## src/rtl/mvm_out_requant.sv

```systemverilog
// mvm_out_requant: output stage behind the 4x4 matrix-vector multiplier.
// Rounds (half-up), arithmetic-shifts and saturates each 2*WIDTH result to
// OUT_WIDTH bits. It tags the last element of every ROWS-long vector and
// buffers the result in a DEPTH-entry FIFO, so a one-cycle output_ready drop
// never stalls the MAC.
// Optional build macro: MVM_OUT_RELU_EN. When it is defined, negative rounded
// values are clamped to zero before saturation. Negative values clamped this
// way are not counted as saturated.
module mvm_out_requant #(
    parameter int IN_WIDTH  = 24,
    parameter int OUT_WIDTH = 12,
    parameter int SHIFT     = 4,
    parameter int DEPTH     = 4,
    parameter int ROWS      = 4
) (
    input  logic                 clk,
    input  logic                 reset,
    input  logic                 input_valid,
    output logic                 input_ready,
    input  logic [IN_WIDTH-1:0]  input_data,
    output logic                 output_valid,
    input  logic                 output_ready,
    output logic [OUT_WIDTH-1:0] output_data,
    output logic                 output_last,
    output logic [15:0]          sat_count
);

    localparam int PTR_W = $clog2(DEPTH);
    localparam int ROW_W = (ROWS > 1) ? $clog2(ROWS) : 1;

    localparam logic [PTR_W:0]         CNT_FULL = (PTR_W + 1)'(DEPTH);
    localparam logic [ROW_W-1:0]       ROW_LAST = ROW_W'(ROWS - 1);
    localparam logic [IN_WIDTH:0]      ROUND    = (IN_WIDTH + 1)'(1) << (SHIFT - 1);
    localparam logic signed [IN_WIDTH:0] SAT_MAX = (IN_WIDTH + 1)'(2 ** (OUT_WIDTH - 1) - 1);
    // Two's complement: -(max) - 1 == ~max
    localparam logic signed [IN_WIDTH:0] SAT_MIN = ~SAT_MAX;
    localparam logic [OUT_WIDTH-1:0]   OUT_MAX  = {1'b0, {(OUT_WIDTH - 1){1'b1}}};
    localparam logic [OUT_WIDTH-1:0]   OUT_MIN  = {1'b1, {(OUT_WIDTH - 1){1'b0}}};

    // FIFO storage: bit OUT_WIDTH carries the vector-last tag.
    logic [OUT_WIDTH:0]   r_mem [DEPTH];
    logic [PTR_W-1:0]     r_wr_ptr;
    logic [PTR_W-1:0]     r_rd_ptr;
    logic [PTR_W:0]       r_count;
    logic [ROW_W-1:0]     r_row;
    logic [15:0]          r_sat_count;

    logic [IN_WIDTH:0]        w_t;
    logic signed [IN_WIDTH:0] w_s;
    logic [OUT_WIDTH-1:0]     w_q;
    logic                     w_sat;
    logic                     w_last;
    logic                     w_push;
    logic                     w_pop;

    // Ready depends only on registered occupancy (and reset), never on output_ready.
    assign input_ready  = !reset && (r_count != CNT_FULL);
    assign output_valid = (r_count != '0);
    assign w_push       = input_valid && input_ready;
    assign w_pop        = output_valid && output_ready;
    assign w_last       = (r_row == ROW_LAST);

    // Head is read directly so a push into an empty FIFO is visible the next cycle.
    assign output_data  = output_valid ? r_mem[r_rd_ptr][OUT_WIDTH-1:0] : '0;
    assign output_last  = output_valid ? r_mem[r_rd_ptr][OUT_WIDTH] : 1'b0;
    assign sat_count    = r_sat_count;

    // Round half-up, arithmetic shift, then clamp into the OUT_WIDTH signed range.
    always_comb begin
        w_t   = {input_data[IN_WIDTH-1], input_data} + ROUND;
        w_s   = $signed(w_t) >>> SHIFT;
        w_q   = w_s[OUT_WIDTH-1:0];
        w_sat = 1'b0;
`ifdef MVM_OUT_RELU_EN
        if (w_s[IN_WIDTH]) begin
            w_q = '0;
        end else if (w_s > SAT_MAX) begin
            w_q   = OUT_MAX;
            w_sat = 1'b1;
        end
`else
        if (w_s > SAT_MAX) begin
            w_q   = OUT_MAX;
            w_sat = 1'b1;
        end else if (w_s < SAT_MIN) begin
            w_q   = OUT_MIN;
            w_sat = 1'b1;
        end
`endif
    end

    // FIFO data array write; contents need no reset since the head is gated by valid.
    always_ff @(posedge clk) begin
        if (w_push) begin
            r_mem[r_wr_ptr] <= {w_last, w_q};
        end
    end

    // Pointers, occupancy, row counter and the saturating saturation counter.
    always_ff @(posedge clk) begin
        if (reset) begin
            r_wr_ptr    <= '0;
            r_rd_ptr    <= '0;
            r_count     <= '0;
            r_row       <= '0;
            r_sat_count <= '0;
        end else begin
            if (w_push) begin
                r_wr_ptr <= r_wr_ptr + PTR_W'(1);
                r_row    <= w_last ? '0 : r_row + ROW_W'(1);
                if (w_sat && (r_sat_count != 16'hFFFF)) begin
                    r_sat_count <= r_sat_count + 16'd1;
                end
            end
            if (w_pop) begin
                r_rd_ptr <= r_rd_ptr + PTR_W'(1);
            end
            case ({w_push, w_pop})
                2'b10:   r_count <= r_count + (PTR_W + 1)'(1);
                2'b01:   r_count <= r_count - (PTR_W + 1)'(1);
                default: r_count <= r_count;
            endcase
        end
    end

endmodule

```

## config.mk

```make
export PLATFORM = sky130hd
export DESIGN_NAME = mvm_out_requant
export DESIGN_NICKNAME = d
export VERILOG_FILES = /design/src/rtl/mvm_out_requant.sv
export SDC_FILE = /design/constraint.sdc
export NUM_CORES = 1
export LEC_CHECK = 0
export CAP_MARGIN = 20
export CORE_MARGIN = 8
export CORE_UTILIZATION = 54
export CTS_CLUSTER_SIZE = 20
export DETAILED_ROUTE_END_ITERATION = 7
export PLACE_DENSITY = 0.91
export SKIP_CTS_REPAIR_TIMING = 1
export SLEW_MARGIN = 20
export SYNTH_ARGS = -nofsm -noshare
export SYNTH_HDL_FRONTEND = slang
export SYNTH_SLANG_ARGS = --single-unit
```

## constraint.sdc

```tcl
create_clock -name clk -period 3.4 [get_ports clk]
set_input_delay 0.68 -clock clk [delete_from_list [all_inputs] [get_ports clk]]
set_output_delay 0.68 -clock clk [all_outputs]
set_load 0.01 [all_outputs]
```

==> run metrics <==
# Max-Cap Violations 0; vias in the first global route approximately 3000; worst-path fanout max 16; count leader, synth edfxtp_1; number of synthesized flops with an enable pin 52; worst reg-to-reg setup slack slightly below 1 ns; RR Endpoint r_count[2]; Routed WL per cell roughly 18 um; Critical Path RT 3.68 ns; Worst Hold Class reg2reg; fraction of layout cells with a size suffix above 1 19.6%; Post-Synth Adder-Cell Area approximately 3.1%; critical path startpoint input_data[3]; placer's final routability congestion estimate 0.880; VDD IR-drop max about 0.23 mV; dpl ws -0.388 ns; asr flop ratio synth 0%; routed wire length roughly 9300 um; r2r startpoint r_count[0]; mux contribution to synthesized area 8.63%; Synth top cells by count 52 x edfxtp_1, 27 x dfxtp_1, 17 x nand2_1, 16 x and2_1, 16 x nor2_1; Setup TNS 0 ns; Final Max Slew Viols 0; clk_lat worst skew approximately 0.35 ns; Leak approximately 1.7 nW; crit-path cells clkdlybuf4s50_1 > ha_2 > nand4_1 > nor4_4 > buf_4 > a311oi_1 > a41o_1 > a31oi_2 > o211ai_2 > buf_12 > or4_1 > a21oi_1; Crit Path Category in2reg; total number of vias roughly 2900; RSZ-0062 raised after global routing no; Tcrit/Tclk final 94.9%; Distinct cells, synth 51; final net count approximately 440; Final Instance Area 0.00503 sq mm; worst hold path depth 2; Syn Area/Cell 12.2 sq um; post-synthesis compound-gate area fraction roughly 9%; initial core utilization a little over half; DIE HEIGHT about 100 um; Antenna diodes 0; final worst slack about 0.17 ns; Rows 31; Mapped Area ~0.0039 sq mm; H-tree depth 3; delay of the slowest cell on the worst path 0.50 ns; CP bufs+invs 3; R2R depth 8; Synth Net Count between 300 and 400; Peak Freq approximately 0.31 GHz; Seq/Total Area, Yosys a little over half; Ys Warns 0; post-layout power around 0.0027 W; Multi-input gate area approximately 0.0017 sq mm; IO Port Bufs 55; core area 0.00710 sq mm; Clock Sinks 79; Post-DP HPWL between 6000 and 7000 um; initial antenna violation count 0; Die X just over 100 um; Synth area leaders edfxtp_1 40%, dfxtp_1 14%, mux4_2 7.6%; CTS tree yes; DRC errors left 0; largest net degree at the start of global routing 21; Post-Synthesis Cells around 320; crit end category register; CTS Buffer Depth 2; largest area contributor in the netlist edfxtp_1; WP depth 12; Worst-path clk slew ~0.08 ns; min cycle time layout 3.23 ns; Final Hold Vio Count 0; die area 0.0101 sq mm; power density cells approximately 550 mW/mm^2; Worst path slowest cell clkdlybuf4s50_1; first-pass GRT wire length 14700 um; vias per std cell ~5.7; Num CTS Buffers 9; simple-gate share of the synthesized area roughly 17%; clock root buffer clkbuf_8; io pins a little under 60; # setup viols final 0; Synth-to-Final Area Change 29.9%; largest family of logic cells by synthesized area simple AND/OR/NAND/NOR gates; CP delay by family, top simple AND/OR/NAND/NOR gates; worst relative slew slack 52.6%; Synth top area share slightly above 40%; startpoint types input pin; dpl cell area between 0.004 and 0.005 sq mm; DRT Pass-1 Iters 5; skew final approximately 0.0053 ns; fillcell total about 490; Sequential Area between 0.002 and 0.0025 sq mm; #FFs+latches synth roughly 80; Detail Route Antenna Nets 0; Worst EP arrival roughly 3.5 ns; ys flop type edfxtp_1; GRT overflow 0; GRT Resource Usage Total 18.8%; 1st-iter DRT viols approximately 200; xor/xnor share of the synthesized area under 10%; status completed; crit path to sat_count[14]; worst slew pin tran 0.711 ns
-- registers in the layout, indices dropped and copies added (netlist names), named ones only --
name and cells:
r_row 2, r_count 3, r_wr_ptr 2, r_rd_ptr 2, sat_count 16, r_mem 52
-- per-stage QoR --
stage               hold WS (ns)  utilization [%]  instances
floorplan                  0.438                -        318
global placement           0.450             66.8        491
detailed placement         0.461             66.8        491
CTS                        0.474             70.0        506
global route               0.498             70.9        507
finish                     0.471             70.9        507
-- cell type report --
type,instances,area share (%)
clock buffers,11,2.61
clock inverters,4,1.89
inverters,15,1.12
multi-input cells,211,33.7
flip-flops and latches,79,41.8
well taps,99,2.46
repair buffers,88,16.4
-- worst reg2reg max path, stage by stage (launching register included) --
cell	delay, ns
dfxtp_1	0.40
or3_1	0.39
and2_1	0.26
ha_1	0.23
inv_1	0.09
fa_1	0.38
xor2_1	0.16
or3_1	0.30
a21oi_1	0.15
-- logic make-up after synthesis --
| logic type | count (synthesis) |
|---|---|
| and+or+nand+nor | 113 |
| DFF | 79 |
| AOI/OAI and AO/OA | 53 |
| buffers and inverters | 28 |
| xor gates and xnor gates | 19 |
| muxes | 17 |
| adders and majority gates | 9 |
-- routing by layer --
metal	vias to the layer above	global-route usage, %	share of wire [%]	wire length [um]
li1	1383	-	-	-
met4	0	7.79	1.8	172
met3	13	3.59	4.0	371
met2	75	33.9	54	5050
met1	1431	21.2	40	3710
met5	-	0	0	0
-- cells in the final DEF (no fill, tap or decap), types with 13 or more instances in the layout --
cell / synthesis / routed
nor2_1: 16 / 16
dfxtp_1: 27 / 27
and2_1: 16 / 15
clkdlybuf4s50_1: 0 / 54
nand3_1: 14 / 14
buf_4: 1 / 31
mux4_2: 13 / 13
nand2_1: 17 / 17
edfxtp_1: 52 / 52
inv_1: 15 / 15
-- how the worst min path moves through the flow --
stage	startpoint	end
global route	r_row[1]	r_row[1]
finish	r_row[1]	r_row[1]
floorplan	r_row[1]	r_row[1]
detailed placement	r_row[1]	r_row[1]
global placement	r_row[1]	r_row[1]
CTS	r_row[1]	r_row[1]
-- report_power, final --
part           internal [W]  switching [W]
registers           0.00109      0.0000640
logic              0.000428       0.000349
clock network      0.000483       0.000327
total               0.00200       0.000740
Power figures use the tool's default switching activity.
